$ cat config.mk
export PLATFORM = sky130hd
export DESIGN_NAME = mem_port_arbiter
export DESIGN_NICKNAME = d
export VERILOG_FILES = /design/src/rtl/mem_port_arbiter.sv
export SDC_FILE = /design/constraint.sdc
export NUM_CORES = 1
export LEC_CHECK = 0
export CELL_PAD_IN_SITES_DETAIL_PLACEMENT = 1
export CELL_PAD_IN_SITES_GLOBAL_PLACEMENT = 2
export CORE_AREA = 2 2 636 638
export CTS_BUF_LIST = sky130_fd_sc_hd__clkbuf_16
export DETAILED_ROUTE_END_ITERATION = 8
export DIE_AREA = 0 0 638 640
export PLACE_DENSITY = 0.38
export SYNTH_ARGS = -nofsm -noshare
export SYNTH_HDL_FRONTEND = slang
export SYNTH_SLANG_ARGS = --single-unit
$ cat constraint.sdc
create_clock -name clk_i -period 1.5 [get_ports clk_i]
set_clock_uncertainty 0.05 [all_clocks]
set_input_delay 0.15 -clock clk_i [delete_from_list [all_inputs] [get_ports clk_i]]
set_output_delay 0.15 -clock clk_i [all_outputs]
set_load 0.005 [all_outputs]
$ cat src/rtl/mem_port_arbiter.sv
// ---------------------------------------------------------------------------
// mem_port_arbiter
//   Shares the single Data_Memory port between the ICache refill master
//   (port 0) and the DCache write-back/refill master (port 1). One complete
//   enable..ack transaction is granted at a time. Ties are broken either
//   round-robin (ARB_MODE=0) or with port 1 always winning (ARB_MODE=1).
//
// Ports
//   clk_i, rst_i             clock (posedge) and asynchronous active-low reset
//   mX_enable_i/write_i      request and direction from master X (held until ack)
//   mX_addr_i/data_i         line address and write data from master X
//   mX_data_o                read data to master X (mem_data_i, always)
//   mX_ack_o                 completion strobe to master X
//   mem_enable_o/write_o     request and direction to Data_Memory
//   mem_addr_o/data_o        address and write data to Data_Memory
//   mem_data_i/ack_i         read data and completion from Data_Memory
// ---------------------------------------------------------------------------
module mem_port_arbiter #(
    parameter int ADDR_W   = 32,
    parameter int DATA_W   = 256,
    parameter int ARB_MODE = 0
) (
    input  logic              clk_i,
    input  logic              rst_i,
    input  logic              m0_enable_i,
    input  logic              m0_write_i,
    input  logic [ADDR_W-1:0] m0_addr_i,
    input  logic [DATA_W-1:0] m0_data_i,
    output logic [DATA_W-1:0] m0_data_o,
    output logic              m0_ack_o,
    input  logic              m1_enable_i,
    input  logic              m1_write_i,
    input  logic [ADDR_W-1:0] m1_addr_i,
    input  logic [DATA_W-1:0] m1_data_i,
    output logic [DATA_W-1:0] m1_data_o,
    output logic              m1_ack_o,
    output logic              mem_enable_o,
    output logic              mem_write_o,
    output logic [ADDR_W-1:0] mem_addr_o,
    output logic [DATA_W-1:0] mem_data_o,
    input  logic [DATA_W-1:0] mem_data_i,
    input  logic              mem_ack_i
);

    typedef enum logic [1:0] {
        IDLE   = 2'd0,
        GRANT0 = 2'd1,
        GRANT1 = 2'd2
    } state_e;

    state_e state_q, state_d;
    logic   last_grant_q, last_grant_d;

    // Read data is broadcast; masters qualify it with their own ack.
    assign m0_data_o = mem_data_i;
    assign m1_data_o = mem_data_i;

    // last_grant resets to 1 so port 0 wins the first round-robin tie.
    always_ff @(posedge clk_i or negedge rst_i) begin
        if (!rst_i) begin
            state_q      <= IDLE;
            last_grant_q <= 1'b1;
        end else begin
            state_q      <= state_d;
            last_grant_q <= last_grant_d;
        end
    end

    always_comb begin
        state_d      = state_q;
        last_grant_d = last_grant_q;
        mem_enable_o = 1'b0;
        mem_write_o  = 1'b0;
        mem_addr_o   = '0;
        mem_data_o   = '0;
        m0_ack_o     = 1'b0;
        m1_ack_o     = 1'b0;

        case (state_q)
            // IDLE drives nothing to memory, so every transaction is separated
            // by an enable-low cycle; a stray mem_ack_i here is dropped.
            IDLE: begin
                if (m0_enable_i && m1_enable_i) begin
                    if (ARB_MODE == 1) begin
                        state_d = GRANT1;
                    end else if (last_grant_q) begin
                        state_d = GRANT0;
                    end else begin
                        state_d = GRANT1;
                    end
                end else if (m0_enable_i) begin
                    state_d = GRANT0;
                end else if (m1_enable_i) begin
                    state_d = GRANT1;
                end
            end

            // Enable follows the master so an abort is visible to memory in
            // the same cycle the master withdraws. Completion wins over abort.
            GRANT0: begin
                mem_enable_o = m0_enable_i;
                mem_write_o  = m0_write_i;
                mem_addr_o   = m0_addr_i;
                mem_data_o   = m0_data_i;
                m0_ack_o     = mem_ack_i;
                if (mem_ack_i) begin
                    last_grant_d = 1'b0;
                    state_d      = IDLE;
                end else if (!m0_enable_i) begin
                    state_d = IDLE;
                end
            end

            GRANT1: begin
                mem_enable_o = m1_enable_i;
                mem_write_o  = m1_write_i;
                mem_addr_o   = m1_addr_i;
                mem_data_o   = m1_data_i;
                m1_ack_o     = mem_ack_i;
                if (mem_ack_i) begin
                    last_grant_d = 1'b1;
                    state_d      = IDLE;
                end else if (!m1_enable_i) begin
                    state_d = IDLE;
                end
            end

            default: begin
                state_d = IDLE;
            end
        endcase
    end

endmodule

==> results of run 1 <==
-- logic make-up (layout without fill, tap and decap cells) --
group / Yosys count / after routing / share of synthesized area
compound gates: 297 / 297 / 0.2597
fa+ha+maj: 5 / 5 / 0.007275
flops: 3 / 3 / 0.008876
buf+inv: 611 / 1157 / 0.5089
other cells: 0 / 18 / 0
simple gates: 297 / 297 / 0.2152
-- metrics by stage --
| step | hold WS [ns] | util | area, sq um | setup TNS (ns) |
|---|---|---|---|---|
| global placement | 0.2501 | 0.05750 | 23080 | -190.65 |
| floorplan | -0.1956 | - | 8627 | -0.02095 |
| detailed placement | 0.2501 | 0.05750 | 23080 | -183.65 |
| CTS | 0.1077 | 0.06440 | 25850 | -219.67 |
| finish | 0.08711 | 0.07149 | 28700 | -201.44 |
| global route | 0.09787 | 0.07141 | 28670 | -223.35 |
-- routing by layer --
layer | GRT usage | vias to the layer above
met5 | 0.01406 | -
met4 | 0.02329 | 85
met3 | 0.1344 | 578
met2 | 0.2237 | 1953
met1 | 0.1100 | 5942
li1 | - | 4777
-- layout make-up --
| class | instances | share of cell area |
|---|---|---|
| antenna | 18 | 0.001569 |
| clock buffer | 3 | 0.002616 |
| clock inverter | 1 | 0.0001308 |
| inverter | 3 | 0.0003924 |
| multi-input combinational | 599 | 0.2416 |
| sequential | 3 | 0.002659 |
| tap | 5287 | 0.2305 |
| timing repair buffer | 1150 | 0.5205 |
-- power breakdown --
part	leakage [nW]	switching, W	internal (W)
logic	8.46	0.0230	0.0271
registers	0.0362	0.0000339	0.000128
clock network	0.0424	0.0000820	0.000345
total	8.54	0.0231	0.0276
-- synthesized netlist by cell type, drive strengths merged --
| library cell | count | share of area |
|---|---|---|
| buf | 582 | 0.50 |
| a22oi | 291 | 0.25 |
| nor2b | 290 | 0.21 |
| clkbuf | 26 | 0.011 |
| ha | 5 | 0.0073 |
| inv | 3 | 0.0013 |
| and2 | 2 | 0.0015 |
| dfrtp | 2 | 0.0058 |
| nand2 | 2 | 0.00087 |
| o2bb2ai | 2 | 0.0020 |
| a22o | 1 | 0.0010 |
| dfstp | 1 | 0.0031 |
| nand3 | 1 | 0.00058 |
| nand3b | 1 | 0.00087 |
| nor2 | 1 | 0.00044 |
| o211ai | 1 | 0.00087 |
| o21bai | 1 | 0.00087 |
| o31ai | 1 | 0.00087 |
-- flip-flops by register name (all words and copies together), names as in the netlist --
signal	flops
last_grant_q	1
state_q	2
-- worst reg2reg max path, delay by kind of cell (launching register included) --
kind	cells	cell delay, ns
AO/OA/AOI/OAI	3	0.46
flip-flops	1	0.38
adder cells (fa/ha/maj)	1	0.18
buffers and inverters	4	0.47
-- worst max path at each step --
stage,start,endpoint
6_report,state_q[1],mem_data_o[151]
5_1_grt,state_q[1],mem_data_o[94]
4_1_cts,state_q[0],mem_data_o[138]
3_5_place_dp,state_q[0],mem_data_o[204]
3_3_place_gp,state_q[0],mem_data_o[45]
2_1_floorplan,state_q[0],mem_data_o[165]
-- what timing repair did --
item | in CTS | in global routing
endpoints found under the setup margin | 294 | 295
buffers inserted | 51 | 80
pin swaps | 26 | 48
gates resized for setup | 509 | 605
gates cloned | 26 | 29
==> results summary, run 1 <==
The TritonCTS clock tree is yes. The half-perimeter wire length of the detailed placement result came out at between 200,000 and 300,000 um. On the critical path the largest part of the delay comes from buffers and inverters. The iteration-0 DRC count of the detailed router is between 700 and 800. In the layout the commonest cells are clkdlybuf4s50_1 (582), buf_12 (273), a22oi_2 (219), nor2b_4 (205), buf_4 (91). The setup check on the worst reg-to-reg path leaves a slack of -0.16 ns. The floorplan die height came out at roughly 640 um.

The first detailed-routing pass took 5 iterations. The count of unique library cells instantiated by Yosys is 20. The hold buffer count at CTS came out at 0. The final cycle utilization of the critical path is 1.567. The via count of the first global-routing pass is around 13,000.

The max-cap violation count came out at 0. The sum of overflow across all layers after global routing is 0. The total power is 0.05066 W.

In the final layout, the share of cells above drive strength 1 is 0.5907. In the final layout, the multi-input gates occupy between 6000 and 7000 sq um. The endpoint of the worst-slack reg-to-reg timing path is state_q[1]. The routed length per instance is just over 40 um.

The number of fillers in the final layout came out at around 47,000. The fmax is 425.5 MHz. The leakage power total is between 8 and 9 nW. The shortest clock period the worst path allows after layout came out at approximately 2.3 ns. Across all setup checks in the final design, the least slack found is -0.8500 ns. Synthesis inferred 3 register bits.

The number of antenna violations at the first check in global routing is around 240. The full die area is 408,300 sq um. The run finished, with violations left.

The critical path depth is 8. The final reports fail on negative setup slack. Across every metal layer, demand over resource in global routing totals 0.1331. The netlist area before placement is 8599 sq um.

The depth of the most critical reg-to-reg path came out at 8. The root buffer cell chosen for the clock tree is clkbuf_16. At the pin with the least slew margin, the transition time is approximately 0.65 ns.

The tree built by TritonCTS fans out to 3 sinks. The register area came out at between 70 and 80 sq um. The net count of the mapped netlist is 2,057.

The area growth from synthesis to layout is 233.7%. Timing analysis after detailed placement gives a worst setup slack of -0.8310 ns. The met2 layer wire length in the routed design came out at about 130,000 um. The detailed-route DRC error count came out at 0.

The maximum fanout along the worst path is 8. The post-detailed-route count of antenna-violating nets is 0. Leaving out fill and tap cells, the most frequent cell in the layout is clkdlybuf4s50_1.

The post-route met1 wirelength came out at 83,780 um. The mean area per synthesized cell is slightly above 7 sq um. The arrival time reported for the critical path endpoint came out at 2.15 ns. Routability-driven placement finished with a final weighted congestion of around 0.8. The slowest stage of the critical path is the dfrtp_1 cell. The port buffer count is 874. The max-slew violation count is 0.

Setup violations remaining at the end of the flow were counted as about 300. The clock slew at the register clock pins of the worst setup and hold paths came out at ~0.03 ns. Among the stages of the critical path, the cell type that occurs most often is buf_12. The net count of the finished layout came out at between 2,000 and 3,000. The wire length of the first global-routing pass came out at around 310,000 um. Buffers inserted during clock tree synthesis total 3.

In this run the deepest clock path goes through 2 buffers. The delay of the slowest cell on the worst path is ~0.4 ns. The routed length on met3 came out at about 63,000 um. The clock insertion delay at the later pin of the skew report came out at approximately 0.23 ns. Synthesis handed over a netlist of around 1,200 instances. The classification of the worst setup path is reg2out. The final hold violation count came out at 0.

Leaving out filler cells and counting taps, the final layout contains about 7,100. The maximum number of pins on one net before global-route repair came out at 32. The warning count from the yosys run came out at 0. Summing over every cut layer, the via total after detailed routing is 13,340. The count of buffering cells on the critical path with inverters included came out at 5. Setup repair after global routing could not meet its margin everywhere. Data on the critical path is required at its endpoint by ~1.3 ns.

Using the TritonRoute via totals, the vias-per-cell ratio works out to 1.888. The die outline width is 638 um. In this run, placement finished with an instance count of just under 7,000. The worst setup path is launched from a register.

The total wire length came out at just under 300,000 um. The signal on the critical path passes through buf_6 > ha_4 > buf_12 > buf_12 > a22oi_2 > buf_6 > nor2b_4 > buf_12. The starting density of the core came out at 0.02142.

The power density normalized to cell area came out at 1765 nW/um^2. The tightest min-delay check is of the in2async type. The floorplan step defined a core boundary enclosing approximately 400,000 sq um.

The worst-case headroom to the max-slew limit is 0.5645. The post-synthesis sequential area ratio is 0.008875. After detailed routing, no signal wire sits above met5. The reg-to-reg critical path startpoint is state_q[0].

The maximum level of the CTS H-tree came out at 1. The peak supply drop came out at ~1000 uV. In this run the count of I/O pins placed on the die edge is around 1,600. Row generation in the floorplan step produced approximately 230 rows. The worst setup path is captured at an output port.
No activity file was read; power rests on OpenSTA's default activity.
==> run 2: changes to the inputs <==
==> config.mk (replaced) <==
export PLATFORM = sky130hd
export DESIGN_NAME = mem_port_arbiter
export DESIGN_NICKNAME = d
export VERILOG_FILES = /design/src/rtl/mem_port_arbiter.sv
export SDC_FILE = /design/constraint.sdc
export NUM_CORES = 1
export LEC_CHECK = 0
export ABC_AREA = 1
export CELL_PAD_IN_SITES_DETAIL_PLACEMENT = 1
export CELL_PAD_IN_SITES_GLOBAL_PLACEMENT = 2
export CORE_AREA = 2 2 642 644
export CTS_BUF_LIST = sky130_fd_sc_hd__clkbuf_16
export DETAILED_ROUTE_END_ITERATION = 8
export DIE_AREA = 0 0 644 646
export PLACE_DENSITY = 0.39
export SYNTH_ARGS = -nofsm -noshare
export SYNTH_HDL_FRONTEND = slang
export SYNTH_SLANG_ARGS = --single-unit
==> run 2 against run 1 <==
The flow still finishes with violations (negative setup slack). Worst setup slack worse by 0.12 ns. Global-route usage down 0.95 points. Synthesized cell count up 25%. Sequential share of layout area about the same. Power up 3.1%.
==> results summary, run 2 <==
The largest registers in the layout are state_q (2), last_grant_q (1). The number of search-and-repair iterations in the first detailed-routing pass came out at 7. Setup violations remaining at the end of the flow were counted as 295. The fmax came out at around 400 MHz. The tree is rooted in a clkbuf_16. The maximum number of pins on one net before global-route repair is 33. The fraction of layout cells with a size suffix above 1 is 0.4928.

The final reports fail on negative setup slack. The peak supply drop is around 1100 uV. The TritonCTS clock tree is yes. The wire length of the first global-routing pass is between 300,000 and 400,000 um.

The arrival time reported for the critical path endpoint is roughly 2.3 ns. Summing every instance area after synthesis gives slightly above 8000 sq um. The maximum fanout along the worst path is 8. The die outline width came out at approximately 640 um. The count of unique library cells instantiated by Yosys is 15. The worst-case headroom to the max-slew limit is 0.6278. The largest single stage delay on the critical path is about 0.46 ns. Walking the worst path, the cells encountered are inv_4 > ha_4 > buf_12 > buf_16 > buf_16 > nand2_8 > a21oi_4 > buf_6 > buf_12. At the pin with the least slew margin, the transition time is between 0.5 and 0.6 ns. After floorplanning, the core was divided into 235 placement rows. The final hold violation count is 0. The number of antenna violations at the first check in global routing came to 126. Leaving out fill and tap cells, the most frequent cell in the layout is clkdlybuf4s50_1. The register with the most flip-flops in the layout has 2 of them. More flip-flops sit in one register than any other, and that register is state_q. The warning count from the yosys run came out at 0. The cell total after placement came out at about 7,400. The mean area per synthesized cell came out at ~5.4 sq um. The final worst slack is -0.9673 ns.

The overall track demand over capacity in global routing is 0.1236. Yosys instantiated no cell more often than nand2_1. The detailed-route DRC error count is 0.

The maximum level of the CTS H-tree is 1. The TritonCTS buffer count came out at 3. The power density normalized to cell area is 1799 nW/um^2.

In the layout the commonest cells are clkdlybuf4s50_1 (582), nand2_1 (419), buf_12 (246), buf_4 (190), a21oi_2 (143). The clock insertion delay at the later pin of the skew report is between 0.2 and 0.25 ns. The clock passes through at most 2 buffers. The total wire length is approximately 270,000 um. After global routing the overflow that remains totals 0.

The floorplan die height came out at 646 um. The net count of the mapped netlist came out at between 2,000 and 2,500. The classification of the worst setup path is reg2out. The area fraction of the dominant cell type after synthesis came out at 0.4659. The floorplan core area came out at between 400,000 and 500,000 sq um. The worst hold path belongs to the class in2async. In this run the remaining antenna-violating nets after routing total 0.

STA classifies the critical path endpoint as an output port. Among all stages on the critical path, the largest delay is contributed by dfrtp_2. The most frequently used flop master after synthesis is dfrtp_1. At the end of routability-driven placement, the weighted congestion stood at 0.8943.

The via count of the first global-routing pass came out at approximately 15,000. The clock slew at the register clock pins of the worst setup and hold paths is 0.03 ns. The via count is between 10,000 and 15,000. The final layout contains between 2,000 and 3,000 nets.

Leaving out filler cells and counting taps, the final layout contains approximately 7,600. The leakage power total is just under 9 nW. Max-cap violations in this run came to 0.

The flop-to-flop setup slack came out at -0.24 ns. The post-synthesis sequential area ratio came out at 0.009251. The number of enable flip-flop cells after synthesis came out at 0. The fraction of registers with async set/reset came out at 1.000. The count of clock tree sinks is 3. approximately 1,600 I/O pins were placed. The final cycle utilization of the critical path is 1.645. The synthesized netlist cell count came out at about 1,500. The iteration-0 DRC count of the detailed router came out at 565. By area the synthesized netlist is led by buf_4 (47%), nand2_1 (27%), a21oi_1 (18%), buf_2 (4.0%), buf_6 (1.5%). The full die area is about 420,000 sq um. The required time at the worst-slack endpoint is around 1.3 ns. Setup repair after global routing could not meet its margin everywhere. The via density per instance came out at around 1.9.

The routed length per instance is 35.45 um. The cell type with the highest aggregate area in the netlist is buf_4. Port buffering added 874 buffers. The initial utilization of the core area, before any placement, comes to 0.02019. The summed area of non-filler cells in the final layout is just under 30,000 sq um. STA classifies the critical path startpoint as a register. The half-perimeter wire length of the detailed placement result came out at approximately 240,000 um. The post-placement cell area is around 23,000 sq um.

The max-slew violation count is 0. The post-synthesis register bit count came out at 3. The shortest clock period the worst path allows after layout is 2.467 ns. The synthesis-to-finish area growth came out at 251.8%.

The run finished, with violations left. The worst setup timing slack at the placement stage is -1.989 ns. The commonest cells after synthesis are nand2_1 (595), buf_4 (512), a21oi_1 (290).
## run 2: changes by cell type after synthesis, moves of 9 or more
| cell | delta |
|---|---|
| nand2_1 | +593 |
| buf_2 | +9 |
| clkbuf_1 | -12 |
| a21oi_1 | +290 |
| a22oi_1 | -291 |
| nor2b_1 | -290 |
## run 2: area by class of cell
cell class | instances | area [sq um]
inverters | 8 | 42.54
fillers | 48570 | 379700
repair buffers | 1231 | 15380
multi-input cells | 895 | 6589
clock inverters | 1 | 3.754
diodes | 12 | 30.03
flip-flops and latches | 3 | 78.83
well taps | 5451 | 6820
clock buffers | 3 | 75.07
## run 2: worst max-delay path: cells and delay by family (launching register included)
family | cells | cell delay (ns)
adder cells (fa/ha/maj) | 1 | 0.19
AO/OA/AOI/OAI | 1 | 0.30
AND/OR/NAND/NOR | 1 | 0.09
buffers and inverters | 6 | 0.91
flip-flops | 1 | 0.46
## run 2: layer usage
| metal | track usage | part of all wire | wire (um) |
|---|---|---|---|
| met5 | 0.008788 | 0.0029 | 787 |
| met4 | 0.03017 | 0.031 | 8361 |
| met3 | 0.1044 | 0.18 | 49480 |
| met2 | 0.1987 | 0.45 | 121400 |
| met1 | 0.1190 | 0.33 | 89590 |
## run 2: final timing paths
check	start	to	cells after the start
worst max-delay path	state_q[1]	mem_data_o[116]	9
worst min-delay path	rst_i	state_q[1]	1
worst max register to register	state_q[1]	last_grant_q	7
worst min register to register	last_grant_q	last_grant_q	1
max in group asynchronous	rst_i	last_grant_q	1
min in group clk_i	mem_data_i[13]	m1_data_o[13]	0
## run 2: cells by family after synthesis
group | share of synthesized area
compound gates | 0.1770
fa+ha+maj | 0.007583
buf+inv | 0.5332
flops | 0.009252
simple gates | 0.2730
## run 2: metrics by stage
stage          total power [W]     util  hold slack, ns  TNS, ns
6_report               0.05222  0.07101         0.08800  -237.44
3_3_place_gp           0.03744  0.05717          0.2501  -314.43
3_5_place_dp           0.03684  0.05717          0.2501  -288.71
2_1_floorplan         0.009311        -         -0.1956  -0.8008
4_1_cts                0.05015  0.06648          0.1055  -265.04
5_1_grt                0.05555  0.07098          0.1048  -263.58
## run 2: where the power goes
group	internal (W)	switching [W]	total (W)
Sequential	0.000135	0.0000664	0.000201
Combinational	0.0233	0.0283	0.0516
Clock	0.000345	0.0000842	0.000429
## run 2: repair_timing
action | 4_1_cts | 5_1_grt
gates resized for setup | 742 | 283
endpoints found under the setup margin | 295 | 295
hold buffers | 0 | 0
gates cloned | 39 | 11
pin swaps | 60 | 101
buffers inserted | 43 | 61
==> run 3: changes to the inputs <==
--- a/config.mk
+++ b/config.mk
@@ -12,7 +12,7 @@
 export CTS_BUF_LIST = sky130_fd_sc_hd__clkbuf_16
 export DETAILED_ROUTE_END_ITERATION = 8
 export DIE_AREA = 0 0 644 646
-export PLACE_DENSITY = 0.39
+export PLACE_DENSITY = 0.38
 export SYNTH_ARGS = -nofsm -noshare
 export SYNTH_HDL_FRONTEND = slang
 export SYNTH_SLANG_ARGS = --single-unit
==> constraint.sdc (replaced) <==
create_clock -name clk_i -period 3.15 [get_ports clk_i]
set_clock_uncertainty 0.05 [all_clocks]
set_input_delay 0.315 -clock clk_i [delete_from_list [all_inputs] [get_ports clk_i]]
set_output_delay 0.315 -clock clk_i [all_outputs]
set_load 0.005 [all_outputs]
==> run 3 against run 2 <==
The flow now finishes without violations. Design area decreased by 25%. Non-clock buffer count down 320. Power shrank 70%. Worst setup slack better by 1.1 ns. Critical path depth is 3 lower. Core utilization decreased by 1.8 points. First-iteration DRC count is 22% higher. Worst hold slack better by 0.15 ns. Clock-buffer cell count stayed put. Die area stayed put. Combinational power fell by 70%.
==> results summary, run 3 (same netlist as run 2, synthesis figures left out) <==
The run finished with clean final reports. The starting density of the core came out at 0.02019. The iteration-0 DRC count of the detailed router is between 600 and 700. In the routed design, unresolved DRC markers number 0. TritonCTS built the clock tree.

The required time at the worst-slack endpoint is 2.78 ns. The routed layout has ~13,000 vias. TritonCTS created 3 clock buffers. state_q holds more flip-flops than any other register. The total I/O pin count came out at between 1,500 and 2,000.

The power density normalized to cell area is slightly above 700 nW/um^2. The number of search-and-repair iterations in the first detailed-routing pass came out at 5. The shortest clock period the worst path allows after layout is just over 3 ns. The port buffer count is approximately 900. The synthesis-to-finish area growth is 164.8%. The core region is ~410,000 sq um.

The number of flip-flops in the largest register is 2. The post-detailed-route count of antenna-violating nets is 0. The final number of setup-violating endpoints is 0. Clock latency on the worst-skew pair, taken at its later pin, is 0.23 ns. The worst register-to-register path begins at state_q[0]. Traced cell by cell, the critical path runs through inv_1 > ha_1 > bufinv_16 > buf_12 > a21oi_2 > clkdlybuf4s50_1.

The full die area came out at 416,000 sq um. The depth of the most critical reg-to-reg path is 8. The total overflow left after global routing is 0. The worst-case headroom to the max-slew limit came out at 0.5487. Setup repair after global routing left no endpoint under its margin. The critical path is of the reg2out type.

In the final layout, the registers with the most flip-flops are state_q (2), last_grant_q (1). The startpoint class of the critical path is a register. The maximum fanout along the worst path came out at 55. The total power came out at roughly 0.016 W.

The fmax is about 330 MHz. Among cell families on the critical path, the largest total delay comes from buffers and inverters. Leaving out fill and tap cells, the most frequent cell in the layout is clkdlybuf4s50_1. The die outline width is ~640 um. The maximum number of pins on one net before global-route repair came out at between 70 and 80. The final hold violation count is 0. The max-slew violation count came out at 0.

The worst setup path is captured at an output port. Summed over all layers, the routed wires come to roughly 250,000 um. The via count of the first global-routing pass is between 10,000 and 15,000. The maximum clock path buffer count is 2. Of the cells placed in the final design, the portion with a size suffix greater than 1 is 0.1433.

In this run the register-to-register setup slack is approximately 1.7 ns. The library cell contributing the largest single delay on the critical path is clkdlybuf4s50_1. At the end of routability-driven placement, the weighted congestion stood at about 0.88. The maximum level of the CTS H-tree is 1. Once detailed placement completed, the half-perimeter wirelength came to roughly 230,000 um. The summed area of non-filler cells in the final layout came out at between 20,000 and 25,000 sq um. Leaving out fill and tap cells, the most frequent cells in the layout are clkdlybuf4s50_1 (684), nand2_1 (594), a21oi_1 (263), buf_12 (178), buf_4 (48).

The number of setup buffers added after CTS came out at 0. The count of non-filler cells in the finished layout is roughly 7,300. The clock slew at the register clock pins of the worst setup and hold paths is approximately 0.03 ns. IR analysis of the VDD net gives a maximum drop of roughly 770 uV. The die is between 600 and 700 um tall. Of the available clock period, the critical path in the final layout requires 0.9715. The worst-margin pin slew came out at between 0.6 and 0.7 ns. The cell total after placement came out at approximately 7,300. The final layout contains roughly 2,700 nets. The wire length of the first global-routing pass came out at roughly 280,000 um. Data arrives at the worst endpoint at between 2 and 3 ns.

In this run the worst hold path is classified as in2async. Using the TritonRoute via totals, the vias-per-cell ratio works out to around 1.7. The endpoint identified for the worst register-to-register timing path is state_q[0].

The number of buffers and inverters on the critical path is 4. The routed length per instance came out at ~34 um. On the worst path, the slowest cell contributes a delay of 0.61 ns. The final hold slack is 0.2350 ns. In the global route stage, overall resource usage came out at 0.1130. The count of clock tree sinks is 3. The floorplan has between 200 and 250 rows. The post-placement cell area is between 20,000 and 25,000 sq um. The leakage power total came out at roughly 5.6 nW. The layout has 49,010 filler cells.

The cell chosen for the clock root is clkbuf_16. The number of antenna violations at the first check in global routing is ~120. Across the run, the number of max-cap violations was 0.
[run 3: layer usage]
layer / vias up / track usage / part of all wire
met4: 50 / 0.01945 / 0.024
met5: - / 0.01133 / 0.0036
met2: 1679 / 0.1876 / 0.46
met3: 362 / 0.1242 / 0.24
met1: 5621 / 0.08929 / 0.27
li1: 4861 / - / -
[run 3: worst max path at each step]
| stage | start | to | slack (ns) | cells past startpoint |
|---|---|---|---|---|
| final | state_q[0] | mem_data_o[48] | 0.09 | 6 |
| after global routing | state_q[0] | mem_data_o[46] | 0.003 | 6 |
| after CTS | state_q[1] | mem_data_o[5] | -0.08 | 7 |
| after detailed placement | state_q[0] | mem_data_o[64] | -0.15 | 6 |
| after global placement | state_q[0] | mem_data_o[64] | -0.23 | 6 |
| after floorplan | state_q[0] | mem_addr_o[0] | 1.44 | 7 |
[run 3: cell type report]
| cell class | instances | area, sq um | share of cell area |
|---|---|---|---|
| tap | 5451 | 6820 | 0.3122 |
| clock inverter | 1 | 3.754 | 0.0001718 |
| timing repair buffer | 911 | 10780 | 0.4936 |
| sequential | 3 | 76.32 | 0.003494 |
| antenna | 18 | 45.04 | 0.002062 |
| multi-input combinational | 895 | 3986 | 0.1825 |
| clock buffer | 3 | 75.07 | 0.003436 |
| inverter | 8 | 56.30 | 0.002577 |
[run 3: power breakdown]
part | switching, W | internal, W
Combinational | 0.00948 | 0.00586
Clock | 0.0000360 | 0.000164
Sequential | 0.0000252 | 0.0000620
[run 3: metrics by stage]
stage	TNS, ns	util	setup slack [ns]
finish	0	0.05345	0.08986
global route	0	0.05340	0.003190
CTS	-0.1553	0.05319	-0.08397
detailed placement	-0.6671	0.05264	-0.1548
global placement	-1.350	0.05264	-0.2264
floorplan	0	-	1.435
[run 3: what timing repair did]
action | in CTS | in global routing
endpoints found under the setup margin | 22 | 29
resized for setup | 30 | 12
hold buffers | 0 | 0
==> RTL change 1 (settings of run 2) <==
Change the parameter `ARB_MODE` from 0 to 1. Comments in the files are not updated.
--- a/src/rtl/mem_port_arbiter.sv
+++ b/src/rtl/mem_port_arbiter.sv
@@ -19,5 +19,5 @@
     parameter int ADDR_W   = 32,
     parameter int DATA_W   = 256,
-    parameter int ARB_MODE = 0
+    parameter int ARB_MODE = 1
 ) (
     input  logic              clk_i,
Behaviour: not the same (a bounded check fails within 4 cycles, from zero or initial values and one cycle with rst_i low).
==> RTL change 1 against run 2 <==
The flow still finishes with violations (setup timing). First-iteration DRC count increased by 8.7%. Register-to-register slack lost 0.26 ns. Final area is essentially flat. Highest routed layer unchanged. Sequential cell count is 1 lower. Wire length increased by 12%. Worst setup slack gained 0.11 ns. Combinational power fell by 19%. Synthesized area is 5.1% higher. Total power is 19% lower.
==> RTL change 1: results <==
set metrics [dict create \
    hpwl_um 277000 \
    multi_input_area_share 0.240 \
    setup_slack_ns -0.859 \
    regArea_um2 51.3 \
    clk_share 0.00259 \
    irDropWorstVdd_mv 0.706 \
    synthTopCellsByCount "nand2_1, buf_4, a21oi_1" \
    final-nonclk-buf-share 0.518 \
    first_pass_iters 4 \
    muxShareOfSynthArea 0 \
    status "finished with violations" \
    slew-limit-headroom 0.715 \
    cts.sinks 2 \
    antenna_cells 17 \
    antenna_found_initial 183 \
    synth_ff_type "dfrtp_1" \
    nMultiInputCombCells 886 \
    inv_count 8 \
    vias_per_cell 1.84 \
    reg_top3 "state_q (2)" \
    synth_cells 1504 \
    h-tree-depth 1 \
    dpl.cell_count 7396 \
    syn-num-nets 2346 \
    fill_cells 48500 \
    io_buffers 874 \
    p_leak_uw 0.00895 \
    powerClk_uw 398 \
    critPathMaxFanout 8 \
    cp.arrival_ns 2.16 \
    grt_pass1_vias 14200 \
    gp_congestion 0.804 \
    synth_fa_ha_area_frac 0.00433 \
    drtIter0Drc 614 \
    synth-xor-area-share 0 \
    final_cells 7556 \
    grt_pass1_wl_um 331000 \
    grt_max_degree 25 \
    violations "setup timing" \
    buffers 1189 \
    clkLatencyLatePin_ns 0.22 \
    synth.area.top_cells "buf_4, nand2_1, a21oi_1" \
    dpl-instance-area_mm2 0.0226 \
    drive_gt1_frac 0.527 \
    synth-compound-area-share 0.186 \
    ys_seq_area_frac 0.00577 \
    nNetsFinal 2932 \
    wl_per_cell_um 39.8 \
    setup_viol 294 \
    root_buffer "clkbuf_16" \
    grtUsageTotal 0.137 \
    p_int_uw 19100 \
]
## RTL change 1: cell types whose count changed after synthesis, sizes merged
cell | run 2 | this run
nand2 | 595 | 590
buf | 594 | 596
clkbuf | 14 | 12
ha | 5 | 3
a22o | 1 | 0
dfstp | 1 | 0
nand3 | 1 | 2
nand4 | 1 | 0
nor2 | 2 | 1
## RTL change 1: critical path, stage by stage (launching register included)
cell and delay, ns:
dfrtp_2 0.42, buf_6 0.13, ha_4 0.14, buf_12 0.14, buf_16 0.19, buf_16 0.19, nand2_2 0.08, a21oi_4 0.38
buf_12 0.16
## RTL change 1: through the flow
step	power, µW	setup TNS, ns	setup WS (ns)	util
floorplan	8250	0	0.0260	-
global placement	29100	-252.43	-1.46	0.0553
detailed placement	28900	-226.04	-1.43	0.0553
CTS	38400	-243.45	-0.969	0.0629
global route	45200	-224.28	-0.888	0.0710
finish	42500	-205.33	-0.859	0.0710
## RTL change 1: what timing repair did
item / in CTS / in global routing
gates resized for setup: 502 / 745
setup endpoints to repair: 294 / 294
pin swaps: 67 / 184
cloned: 30 / 19
setup buffers: 60 / 70
## RTL change 1: path summary, 6_finish.rpt
path | startpoint | end | slack (ns) | cells after the start
worst max-delay path | state_q[0] | mem_data_o[108] | -0.86 | 8
worst min-delay path | rst_i | state_q[0] | 0.12 | 1
worst max register to register | state_q[0] | state_q[1] | -0.50 | 12
worst min register to register | state_q[1] | state_q[1] | 0.60 | 3
max in group asynchronous | rst_i | state_q[0] | 1.06 | 1
min in group clk_i | mem_data_i[184] | m1_data_o[184] | 0.25 | 0
## RTL change 1: metal layers
| layer | wire length, µm | global-route usage |
|---|---|---|
| met3 | 66800 | 0.142 |
| met1 | 82700 | 0.109 |
| met4 | 6640 | 0.0215 |
| met2 | 144000 | 0.235 |
| met5 | 1270 | 0.00971 |
==> RTL change 2 (settings of run 2) <==
Without the edit above. Reset style: synchronous (`rst_i`), changed in one clocked block. Comments in the files are not updated.
--- a/src/rtl/mem_port_arbiter.sv
+++ b/src/rtl/mem_port_arbiter.sv
@@ -57,5 +57,5 @@
 
     // last_grant resets to 1 so port 0 wins the first round-robin tie.
-    always_ff @(posedge clk_i or negedge rst_i) begin
+    always_ff @(posedge clk_i) begin
         if (!rst_i) begin
             state_q      <= IDLE;
Behaviour: not the same (Yosys sat finds a counterexample within 4 cycles, from zero or initial values and one cycle with rst_i low; the reset may be asserted at any time).
==> RTL change 2 against run 2 <==
Non-clock buffer count is 5 lower. Synthesized area hardly changed. The run still ends with setup timing left. Wire length is 3.4% lower. First-iteration DRC count is 0.35% higher. Worst setup slack better by 0.17 ns. Final cell count is 0.39% higher. Final area is 1.9% lower. Sequential cell count stayed put. Via count is 0.75% lower.
Power is not compared: it rests on default switching activity, and its combinational part moved more than twofold at a synthesized area within 25%.
==> RTL change 2: results <==
set metrics [dict create \
    ys_seq_area_frac 0.00728 \
    hp-class "in -> out" \
    slowest_stage "clkdlybuf4s50_1" \
    status "finished with violations" \
    dpl.cell_count 7409 \
    synth_top_area_share 0.466 \
    wl_met1_um 72300 \
    synth-compound-area-share 0.176 \
    grt_max_degree 48 \
    gp_congestion 0.855 \
    cp_slowest_stage_delay_ns 0.52 \
    setup_viol 291 \
    wl_per_cell_um 34.1 \
    nNetsFinal 2986 \
    routed_wl_um 261000 \
    synthArstFlopShare 0 \
    setup_slack_ns -0.793 \
    wl_met3_um 61000 \
    first_pass_iters 5 \
    drive_gt1_frac 0.528 \
    slew-limit-headroom 0.715 \
    wl_met2_um 117000 \
    synth_cells 1519 \
    synthTopCellsByCount "nand2_1, buf_4, a21oi_1" \
    violations "setup timing" \
    drtIter0Drc 567 \
    grt_pass1_wl_um 285000 \
    antenna_found_initial 132 \
    dpl-instance-area_mm2 0.0223 \
    synth_cell_types 13 \
    grt_pass1_vias 13900 \
    pre_cts_slack_ns -1.12 \
]
RTL change 2: cell count changes in the layout (fill, tap and decap cells not counted), moves of 14 or more:
cell	delta
nand2_2	+40
a21oi_4	-14
nand2_8	-41
buf_12	-49
diode_2	+30
a21oi_2	+62
buf_16	-15
buf_6	+42
a21oi_1	-48
nand2_4	+36
buf_4	-28
buf_8	+14
nand2_1	-36
clkbuf_16	+21
RTL change 2: power by group:
part           total (µW)  switching, µW  internal, µW
Clock                 431           85.8           345
Sequential            106           11.2          94.5
Combinational       17500           9140          8360
Total               18000           9240          8800
RTL change 2: kinds of logic after synthesis:
| logic type | count (synthesis) |
|---|---|
| flops | 3 |
| fa+ha+maj | 5 |
| buf+inv | 617 |
| compound gates | 290 |
| simple gates | 604 |
RTL change 2: layout make-up:
cell class / instances / area [µm²]
Clock buffer: 3 / 75.1
Clock inverter: 1 / 3.75
Sequential cell: 3 / 65.1
Multi-Input combinational cell: 899 / 6390
Inverter: 9 / 48.8
Antenna cell: 42 / 105
Tap cell: 5451 / 6820
Fill cell: 48600 / 380000
Timing Repair Buffer: 1226 / 15000
RTL change 2: timing repair:
action	in CTS	in global routing
cloned	26	38
resized for setup	397	808
endpoints found under the hold margin	0	0
buffers inserted	36	109
endpoints found under the setup margin	294	294
pin swaps	40	154
RTL change 2: per-stage QoR:
step | utilization | TNS [ns] | hold WS, ns
final | 0.0697 | -182.43 | 0.250
after global routing | 0.0696 | -203.65 | 0.250
after CTS | 0.0596 | -225.13 | 0.250
after detailed placement | 0.0545 | -206.47 | 0.250
after global placement | 0.0545 | -214.49 | 0.250
after floorplan | - | -1.75 | 0.184
RTL change 2: final timing paths:
check / start / end / slack [ns] / cells past startpoint
min reg2reg: last_grant_q / last_grant_q / 0.43 / 2
max: state_q[0] / mem_data_o[141] / -0.79 / 7
max reg2reg: state_q[1] / state_q[1] / 0.14 / 10
min: mem_data_i[207] / m0_data_o[207] / 0.25 / 0
RTL change 2: worst register-to-register path, cell delays in order (launching register included):
cell	delay, ns
dfxtp_2	0.33
inv_2	0.07
buf_4	0.14
ha_1	0.21
nand2_1	0.07
nand2_1	0.05
nand2_1	0.07
nand2_2	0.07
nand2_1	0.07
nand2_1	0.04
nor2_1	0.11
RTL change 2: per-layer routing:
layer  global-route usage  vias up
li1                     -     5569
met5              0.00890        -
met4               0.0296       70
met1               0.0923     6352
met2                0.188     1684
met3                0.130      413
